<file path="src/rtl/glitch_sequencer.sv">
// glitch_sequencer: after a start strobe or a synchronised ext_trig fall, fires up to NUM_PULSES glitches, each with its own offset and duration.
// First glitch lands offset[0]+1 cycles after the trigger cycle; no backpressure, abort returns to IDLE on the next cycle.
module glitch_sequencer #(
  parameter int NUM_PULSES  = 4,
  parameter int CNT_W       = 32,
  parameter int SYNC_STAGES = 2,
  parameter bit IDLE_LEVEL  = 1'b1,
  localparam int IDX_W = (NUM_PULSES > 1) ? $clog2(NUM_PULSES) : 1,
  localparam int PC_W  = $clog2(NUM_PULSES) + 1
) (
  input  logic             clk,
  input  logic             rst,
  input  logic             cfg_we,
  input  logic             cfg_sel,
  input  logic [IDX_W-1:0] cfg_idx,
  input  logic [CNT_W-1:0] cfg_data,
  input  logic [PC_W-1:0]  pulse_count,
  input  logic             trig_mode,
  input  logic             arm,
  input  logic             start,
  input  logic             ext_trig,
  input  logic             abort,
  output logic             power_select,
  output logic             busy,
  output logic             done,
  output logic [IDX_W-1:0] pulse_idx
);

  localparam int   K_W          = IDX_W + 1;
  localparam logic GLITCH_LEVEL = ~IDLE_LEVEL;

  typedef enum logic [2:0] {S_IDLE, S_ARMED, S_OFFSET, S_GLITCH, S_DONE} state_t;

  state_t           r_state;
  logic [CNT_W-1:0] r_off [NUM_PULSES];
  logic [CNT_W-1:0] r_dur [NUM_PULSES];
  logic [CNT_W-1:0] r_cnt;
  logic [IDX_W-1:0] r_k;
  logic [K_W-1:0]   r_npulses;
  logic             r_ps;
  logic             r_busy;
  logic             r_done;
  logic             r_sync_d;
  logic             r_trig_edge;

  logic             w_sync;
  logic             w_trig;
  logic [K_W-1:0]   w_pc_clamp;
  logic [K_W-1:0]   w_from;
  logic [K_W-1:0]   w_lim;
  logic             w_found;
  logic [IDX_W-1:0] w_found_idx;
  logic [CNT_W-1:0] w_found_off;
  logic [CNT_W-1:0] w_found_dur;
  state_t           w_go_state;
  logic [CNT_W-1:0] w_go_cnt;
  logic [IDX_W-1:0] w_go_k;
  logic             w_take;

  generate
    if (SYNC_STAGES > 0) begin : g_sync
      logic [SYNC_STAGES-1:0] r_sync;
      always_ff @(posedge clk) begin
        if (rst) begin
          r_sync <= '1;
        end else begin
          r_sync[0] <= ext_trig;
          for (int i = 1; i < SYNC_STAGES; i++) r_sync[i] <= r_sync[i-1];
        end
      end
      assign w_sync = r_sync[SYNC_STAGES-1];
    end else begin : g_nosync
      assign w_sync = ext_trig;
    end
  endgenerate

  // Registered fall detect puts the trigger cycle SYNC_STAGES+1 after the pin edge.
  always_ff @(posedge clk) begin
    if (rst) begin
      r_sync_d    <= 1'b1;
      r_trig_edge <= 1'b0;
    end else begin
      r_sync_d    <= w_sync;
      r_trig_edge <= r_sync_d & ~w_sync;
    end
  end

  assign w_trig = trig_mode ? r_trig_edge : start;

  always_ff @(posedge clk) begin
    if (rst) begin
      for (int i = 0; i < NUM_PULSES; i++) begin
        r_off[i] <= '0;
        r_dur[i] <= '0;
      end
    end else if (r_state == S_IDLE && cfg_we && 32'(cfg_idx) < NUM_PULSES) begin
      if (cfg_sel) r_dur[cfg_idx] <= cfg_data;
      else         r_off[cfg_idx] <= cfg_data;
    end
  end

  // Next slot with any nonzero time; empty slots take zero cycles and are skipped.
  always_comb begin
    w_pc_clamp = (K_W'(pulse_count) > K_W'(NUM_PULSES)) ? K_W'(NUM_PULSES) : K_W'(pulse_count);
    if (r_state == S_ARMED) begin
      w_from = '0;
      w_lim  = w_pc_clamp;
    end else begin
      w_from = K_W'(r_k) + K_W'(1);
      w_lim  = r_npulses;
    end
    w_found     = 1'b0;
    w_found_idx = '0;
    w_found_off = '0;
    w_found_dur = '0;
    for (int j = NUM_PULSES - 1; j >= 0; j--) begin
      if (K_W'(j) >= w_from && K_W'(j) < w_lim && (r_off[j] != '0 || r_dur[j] != '0)) begin
        w_found     = 1'b1;
        w_found_idx = IDX_W'(j);
        w_found_off = r_off[j];
        w_found_dur = r_dur[j];
      end
    end
    if (!w_found) begin
      w_go_state = S_DONE;
      w_go_cnt   = '0;
      w_go_k     = (r_state == S_ARMED) ? '0 : r_k;
    end else if (w_found_off != '0) begin
      w_go_state = S_OFFSET;
      w_go_cnt   = w_found_off;
      w_go_k     = w_found_idx;
    end else begin
      w_go_state = S_GLITCH;
      w_go_cnt   = w_found_dur;
      w_go_k     = w_found_idx;
    end
    w_take = !abort &&
             ((r_state == S_ARMED  && w_trig) ||
              (r_state == S_OFFSET && r_cnt == CNT_W'(1) && r_dur[r_k] == '0) ||
              (r_state == S_GLITCH && r_cnt == CNT_W'(1)));
  end

  always_ff @(posedge clk) begin
    if (rst) begin
      r_state   <= S_IDLE;
      r_cnt     <= '0;
      r_k       <= '0;
      r_npulses <= '0;
      r_ps      <= IDLE_LEVEL;
      r_busy    <= 1'b0;
      r_done    <= 1'b0;
    end else begin
      r_done <= 1'b0;
      if (abort) begin
        r_state <= S_IDLE;
        r_ps    <= IDLE_LEVEL;
        r_busy  <= 1'b0;
      end else if (w_take) begin
        r_state <= w_go_state;
        r_cnt   <= w_go_cnt;
        r_k     <= w_go_k;
        r_ps    <= (w_go_state == S_GLITCH) ? GLITCH_LEVEL : IDLE_LEVEL;
        r_busy  <= (w_go_state != S_DONE);
        r_done  <= (w_go_state == S_DONE);
        if (r_state == S_ARMED) r_npulses <= w_pc_clamp;
      end else begin
        case (r_state)
          S_IDLE: begin
            if (arm) begin
              r_state <= S_ARMED;
              r_busy  <= 1'b1;
            end
          end
          S_ARMED: r_state <= S_ARMED;
          S_OFFSET: begin
            if (r_cnt != CNT_W'(1)) begin
              r_cnt <= r_cnt - CNT_W'(1);
            end else begin
              r_state <= S_GLITCH;
              r_cnt   <= r_dur[r_k];
              r_ps    <= GLITCH_LEVEL;
            end
          end
          S_GLITCH: r_cnt <= r_cnt - CNT_W'(1);
          S_DONE:   r_state <= S_IDLE;
          default:  r_state <= S_IDLE;
        endcase
      end
    end
  end

  assign power_select = r_ps;
  assign busy         = r_busy;
  assign done         = r_done;
  assign pulse_idx    = r_k;

endmodule

</file>
<file path="config.mk">
export PLATFORM = sky130hd
export DESIGN_NAME = glitch_sequencer
export DESIGN_NICKNAME = d
export VERILOG_FILES = /design/src/rtl/glitch_sequencer.sv
export SDC_FILE = /design/constraint.sdc
export NUM_CORES = 1
export LEC_CHECK = 0
export CORE_MARGIN = 3
export CORE_UTILIZATION = 55
export CTS_CLUSTER_DIAMETER = 40
export DETAILED_ROUTE_END_ITERATION = 8
export PLACE_DENSITY = 0.85
export SLEW_MARGIN = 20
export SYNTH_ARGS = -nofsm -noshare
export SYNTH_HDL_FRONTEND = slang
export SYNTH_SLANG_ARGS = --single-unit
</file>
<file path="constraint.sdc">
create_clock -name clk -period 3.3 [get_ports clk]
set_input_delay 0.99 -clock clk [delete_from_list [all_inputs] [get_ports clk]]
set_output_delay 0.99 -clock clk [all_outputs]
set_load 0.01 [all_outputs]
</file>
== Word level (Yosys, flattened, before mapping) ==
Memories as Yosys holds them, arrays and structs flattened. A register that Yosys moved wholly into a read port is not among the register bits.
Index checks and enable logic that the tools add are counted.
Word-level totals
  bits in registers: 47
  RAM bits: 256
  input port bits: 46
  output and inout port bits: 5
  word-level logic and storage cells: 144
  memories kept: 2
Memories
  r_dur: words 4, bits a word 32, read ports 5, clocked after Yosys merged registers in 1, wr ports 4, RTL line 36  | logic [CNT_W-1:0] r_dur [NUM_PULSES];
  r_off: words 4, bits a word 32, read ports 4, clocked after Yosys merged registers in 0, wr ports 4, RTL line 35  | logic [CNT_W-1:0] r_off [NUM_PULSES];
Operators by class
  add/sub/neg operators: 2
  $lt $le $gt $ge: 9
  equal/unequal tests: 12
  mux-type cells: 58
  bitwise logic cells: 4
  reduce and logical (&&, ||, !) cells: 47
Operators by type and width (count)
  2-to-1 mux 32 bit: 14
  nonzero test 32 bit: 9
  one-hot mux 32 bit (2 select lines): 1
  OR reduction 32 bit: 2
  == test 32 x 1 -> 1 bit (second input constant): 1
  logical NOT 32 bit: 1
  != test 32 x 1 -> 1 bit (second input constant): 1
  subtractor 32 x 1 -> 32 bit (second input constant): 1
  2-to-1 mux 1 bit: 25
  2-to-1 mux 3 bit: 7
  2-to-1 mux 2 bit: 10
  logical AND 1 bit: 14
  one-hot mux 3 bit (4 select lines): 1
  == test 3 x 2 -> 1 bit (second input constant): 3
  != test 3 bit (second input constant): 3
  AND reduction 2 bit: 4
  nonzero test 2 bit: 4
  greater-or-equal comparator 1 x 3 -> 1 bit (first input constant): 2
  greater-or-equal comparator 2 x 3 -> 1 bit (first input constant): 2
  logical OR 1 bit: 6
  < comparator 1 x 3 -> 1 bit (first input constant): 2
  < comparator 2 x 3 -> 1 bit (first input constant): 2
  AND reduction 3 bit: 2
  != test 2 bit (second input constant): 2
  11 further kinds: 13

== Longest topological paths before layout ==
  depth in word-level cells: 16
  gate-level depth with buffers: 16
  depth with buffers taken out: 12

== Worst setup path after synthesis ==
OpenSTA, ideal clock, no wires.
  path type: input-to-reg
  from: input pulse_count[1]
  to: register r_cnt[22]
  setup time: 0.079 ns
  arrival: 3.336 ns
  data required time: 3.221 ns
  setup slack: -0.115 ns
  stages on the path: 12
  path buffers: 3
  cell sequence: a21oi_1 nand2_1 and2_2 buf_4 buf_4 buf_2 a22oi_1 a32oi_1 nor4_2 nand4_2 o41a_1 a211oi_2
On the way
  cells in the longest elaborated chain, start to end: 14
  elaborated cells on any way between the ends: 31
  classes of those cells: 5 x order compare; 17 x mux; 9 x reduce/logical
RTL lines
  from (decl): RTL line 17  | input logic [PC_W-1:0] pulse_count,
  > comparator 3 bit: RTL line 104  | w_pc_clamp = (K_W'(pulse_count) > K_W'(NUM_PULSES)) ? K_W'(NUM_PULSES) : K_W'(pulse_count);
  2-to-1 mux 3 bit *: RTL line 104
  2-to-1 mux 3 bit *
  < comparator 2 x 3 -> 1 bit: RTL line 117  | if (K_W'(j) >= w_from && K_W'(j) < w_lim && (r_off[j] != '0 || r_dur[j] != '0)) begin
  logical AND 1 bit (2 in a row): RTL line 117
  2-to-1 mux 32 bit (4 in a row): RTL line 117
  nonzero test 32 bit: RTL line 128  | end else if (w_found_off != '0) begin
  2-to-1 mux 32 bit: RTL line 128
  2-to-1 mux 32 bit *: RTL line 124  | if (!w_found) begin
  2-to-1 mux 32 bit *: RTL line 158  | end else if (w_take) begin
  to (signal assigned): RTL line 160  | r_cnt <= w_go_cnt;
  to (signal assigned): RTL line 177  | r_cnt <= r_cnt - CNT_W'(1);
  to (signal assigned): RTL line 180  | r_cnt <= r_dur[r_k];
  to (decl): RTL line 37  | logic [CNT_W-1:0] r_cnt;
Mark *: on every way between the ends. The rest lies on a longest branch, timed or not.
A chain may end at the register's enable or synchronous reset.

==> impl.org <==
** Worst setup path
- Cell family contributing the most delay on the critical path :: simple AND/OR/NAND/NOR gates
- Startpoint class of the critical path :: flop
- In this design, the stage delay of the slowest critical-path cell is 0.43 ns.
- The worst register-to-register path has a depth of 14.
- In this run the worst path has a maximum fanout of 7.
- The worst register-to-register path has a setup slack of -0.48 ns.
- Slowest cell on the critical path :: sky130_fd_sc_hd__edfxtp_1
- STA puts the critical path data arrival time at roughly 4.2 ns.
- CP endpoint kind :: flop
- Crit Path Category :: reg2reg
- Startpoint of the worst-slack reg-to-reg timing path :: r_dur[1][13]
- The endpoint identified for the worst register-to-register timing path is r_cnt[16].
- Crit path buf inv count :: 4
- Worst EP required :: 3.74 ns
- Cell-by-cell listing of the critical path :: nor4_4 > buf_4 > nand4_1 > buf_4 > nor4_4 > nor2_4 > buf_12 > a221o_1 > a22o_1 > a2111oi_4 > and4_4 > buf_12 > nand4_1 > a311oi_1

** Clocking
- Clock-pin slew was measured on the worst setup and hold paths at 0.06 ns.
- Clock tree synthesis selected as its root buffer the cell sky130_fd_sc_hd__clkbuf_16.
- For the worst-skew pair, the clock arrives at the later sink with an insertion delay of 0.54 ns.
- Clock tree synthesis found a total of 305 sinks.
- The number of hold buffers added after CTS was 0.
- The H-tree was split into 2 levels.
- The longest clock path from root to sink contains 3 buffers.
- CTS tree :: done
- TritonCTS buffer count :: 42

** Layout
- The final layout contains 1928 nets.
- Area of the multi-input gates :: 7680 µm²
- From synthesis to final layout, the design area changed by 34.8%.
- Most common library cell in the layout ignoring fill and taps :: sky130_fd_sc_hd__buf_4
- Fraction of layout cells with a size suffix above 1 :: 32.9%
- Number of fill cells in the layout :: 1873
- Top library cells by usage in the layout, fill and taps aside :: sky130_fd_sc_hd__buf_4 (381), sky130_fd_sc_hd__and2_1 (256), sky130_fd_sc_hd__edfxtp_1 (256), sky130_fd_sc_hd__nor2_1 (103), sky130_fd_sc_hd__nand2_1 (99)
- FF+latch area :: between 8000 and 9000 µm²
- Cells fill 76.2% of the core in the end.
- Once layout is complete, the cells apart from fillers number 2295.

** Worst hold path
- For hold timing, the worst endpoint is g_sync.r_sync[1].
- Number of cells traversed by the worst hold path :: 1
- The startpoint identified for the worst hold timing path is g_sync.r_sync[0].
- The path class of the tightest hold or removal check is reg2reg.

** Floorplan
- just over 50 I/O pins were placed.
- For this configuration, the core starts out at a cell density of 56.6%.
- The floorplan step defined a core boundary enclosing 29200 µm².
- Measured along the y axis, the die boundary spans 179 µm.
- Area enclosed by the die boundary :: 32100 µm²
- Floorplan row count :: between 60 and 70
- In this run the horizontal extent of the chip is roughly 180 µm.

** Timing
- Worst-margin pin slew :: 0.615 ns
- Final number of setup-violating endpoints :: 34
- The final hold violation count is 0.
- In the post-route analysis, the smallest setup slack over all paths is -0.478 ns.
- On the final layout, the worst clock skew is ~0.027 ns.
- Final cycle utilization of the critical path :: 114%
- Number of pins exceeding their max-slew limit in the final report :: 0
- Achievable clock frequency :: 0.265 GHz
- The smallest clock period supported by the final layout is computed as roughly 3.8 ns.
- Setup repair after global routing could not meet its margin everywhere.
- Hold is met by between 0.4 and 0.5 ns.
- Headroom to the max-slew limit came out at around 59%.

** Detailed routing
- The first detailed-routing pass took 6 iterations.
- In the final routed layout, each cell accounts on average for 27.5 µm.
- Across all layers, the routed design uses 15.3k vias.
- After detailed routing, the number of remaining DRC violations is 0.
- Number of nets with antenna violations after detailed routing :: 0
- Wires add up to between 60000 and 70000 µm.
- Using the TritonRoute via totals, the vias-per-cell ratio works out to 6.68.
- The first routing iteration left approximately 2.4k violations.

** Synthesis
- For this run, the leading register cell type out of synthesis is sky130_fd_sc_hd__edfxtp_1.
- Ranked by total cell area, the synthesized netlist is headed by sky130_fd_sc_hd__edfxtp_1 (47%), sky130_fd_sc_hd__and2_1 (9.7%), sky130_fd_sc_hd__dfxtp_1 (5.9%), sky130_fd_sc_hd__mux4_2 (4.2%), sky130_fd_sc_hd__nor4_1 (2.9%).
- For this run, asynchronously set or reset flops after synthesis account for 0%.
- Synthesis produced a netlist whose cell count is between 1k and 1.5k.
- Netlist area before placement :: 16500 µm²
- Average footprint of a synthesized cell :: 11.1 µm²
- In this run, synthesis produced a sequential element count of 305.
- The number of nets handed over by synthesis was about 1.5k.
- In this run, synthesis inferred around 260 flip-flops with an integrated enable.
- Distinct cell type count of the synthesized netlist :: between 80 and 90
- Proportion of netlist area held by the largest area contributor :: 46.6%
- Number of warnings reported in the yosys synthesis log :: 0
- After synthesis, flip-flops and latches occupy 52.5% of the total area.
- Most area-hungry cell type in the Yosys netlist :: sky130_fd_sc_hd__edfxtp_1

** Global routing
- Entering global routing, the biggest net connects 46 pins.
- The via count of the first global-routing pass is 14.6k.
- Global routing used 39.4% of the available tracks across all layers.
- First-pass GRT wire length :: roughly 93000 µm
- Final global-route overflow total :: 0
- Number of antenna violations at the first check in global routing :: 4

** Placed design
- Gpl congestion :: 1.03
- Final HPWL from detailed placement :: 44800 µm
- Port Buf Inserts :: 50
- Post-placement setup slack :: -1.09 ns
- DP Cell Count :: 2195

** Pwr
- Switch Pwr :: 3.05 mW
- Sum of internal, switching and leakage power :: approximately 11 mW
- Sequential cells account for ~41% of the total power.
- Lkg Pwr :: ~8.7 nW
- Combinational power share :: 18.4%
- The worst-case IR drop observed on VDD is between 0.4 and 0.5 mV.
- Dividing total power by cell area gives a power density of 490 nW/µm².
- The internal power of the cells totals 7.85 mW.
- Part of the total power dissipated in the clock network :: 40.3%
- Sw Share :: 28.0%

** Job
- Number of max-cap violations :: 0

** Status
- The final reports fail on setup timing.
- Status :: finished with violations
-- registers in the layout, indices dropped and copies added, names as in the netlist, named ones only --
signal,cells
r_dur,128
r_off,128
r_cnt,32
r_npulses,3
r_state,3
g_sync.r_sync,2
pulse_idx,2
busy,1
done,1
power_select,1
r_sync_d,1
r_trig_edge,1
-- repair_timing --
action / in CTS / in global routing
cloned: 5 / 2
setup buffers: 13 / 7
setup endpoints to repair: 35 / 41
pin swaps: 23 / 20
endpoints found under the hold margin: 0 / 0
gates resized for setup: 57 / 33
-- logic make-up after synthesis --
| logic type | after synthesis | synth area share [%] |
|---|---|---|
| and+or+nand+nor | 688 | 23.4 |
| AOI/OAI and AO/OA | 306 | 13.8 |
| DFF | 305 | 52.5 |
| buffers and inverters | 117 | 3.98 |
| muxes | 39 | 4.82 |
| xor gates and xnor gates | 22 | 1.17 |
| adders and majority gates | 3 | 0.228 |
-- how the worst max path moves through the flow --
stage / slack [ns] / endpoint / cells past startpoint / start
2_1_floorplan: 0.002 / r_cnt[22] / 11 / pulse_count[1]
3_3_place_gp: -1.02 / power_select / 15 / pulse_count[2]
3_5_place_dp: -1.09 / power_select / 14 / pulse_count[2]
4_1_cts: -0.38 / r_cnt[22] / 13 / r_dur[1][3]
5_1_grt: -0.57 / r_cnt[22] / 14 / r_dur[1][3]
6_report: -0.48 / r_cnt[16] / 14 / r_dur[1][13]
-- cell type report --
class	instances	share of cell area, %
repair buffers	466	18.1
flip-flops and latches	305	39.0
well taps	384	2.16
inverters	6	0.101
diodes	1	0.0113
clock inverters	29	1.16
clock buffers	46	4.93
multi-input cells	1058	34.6
-- metrics by stage --
| step | instance area [µm²] | setup TNS [ns] |
|---|---|---|
| 2_1_floorplan | 16500 | 0 |
| 5_1_grt | 22200 | -16.93 |
| 3_5_place_dp | 20100 | -34.72 |
| 3_3_place_gp | 20100 | -31.32 |
| 4_1_cts | 22000 | -10.30 |
| 6_report | 22200 | -13.45 |
-- metal layers --
metal,vias up,global-route usage [%],wire [µm]
li1,6500,-,-
met2,1292,59.6,27800
met4,0,17.4,3680
met1,7298,53.1,22900
met5,-,0,0
met3,249,11.1,8830
-- worst reg2reg max path: cells and delay by family, from the launching register on --
kind,cells,cell delay [ns]
flops,1,0.43
compound gates,4,1.25
simple gates,6,1.34
buf+inv,4,0.65
-- Yosys cell counts (all sizes together) (34+ instances only) --
cell type  count
nand2        102
nor4          84
and2         257
a21oi         41
clkbuf        73
buf           35
edfxtp       256
o21ai         87
nor2         107
dfxtp         49
nand4         47
nor3          38
a221o         34
-- power groups by stage --
stage / Clock (mW) / Sequential, mW / Combinational (mW)
after global placement: 0 / 4.56 / 1.75
after detailed placement: 0 / 4.56 / 1.78
final: 4.39 / 4.50 / 2.00
after CTS: 4.39 / 4.49 / 1.89
after global routing: 4.57 / 4.51 / 2.11
after floorplan: 0 / 4.51 / 0.949
Note: power is estimated with default switching activity, not from simulation.
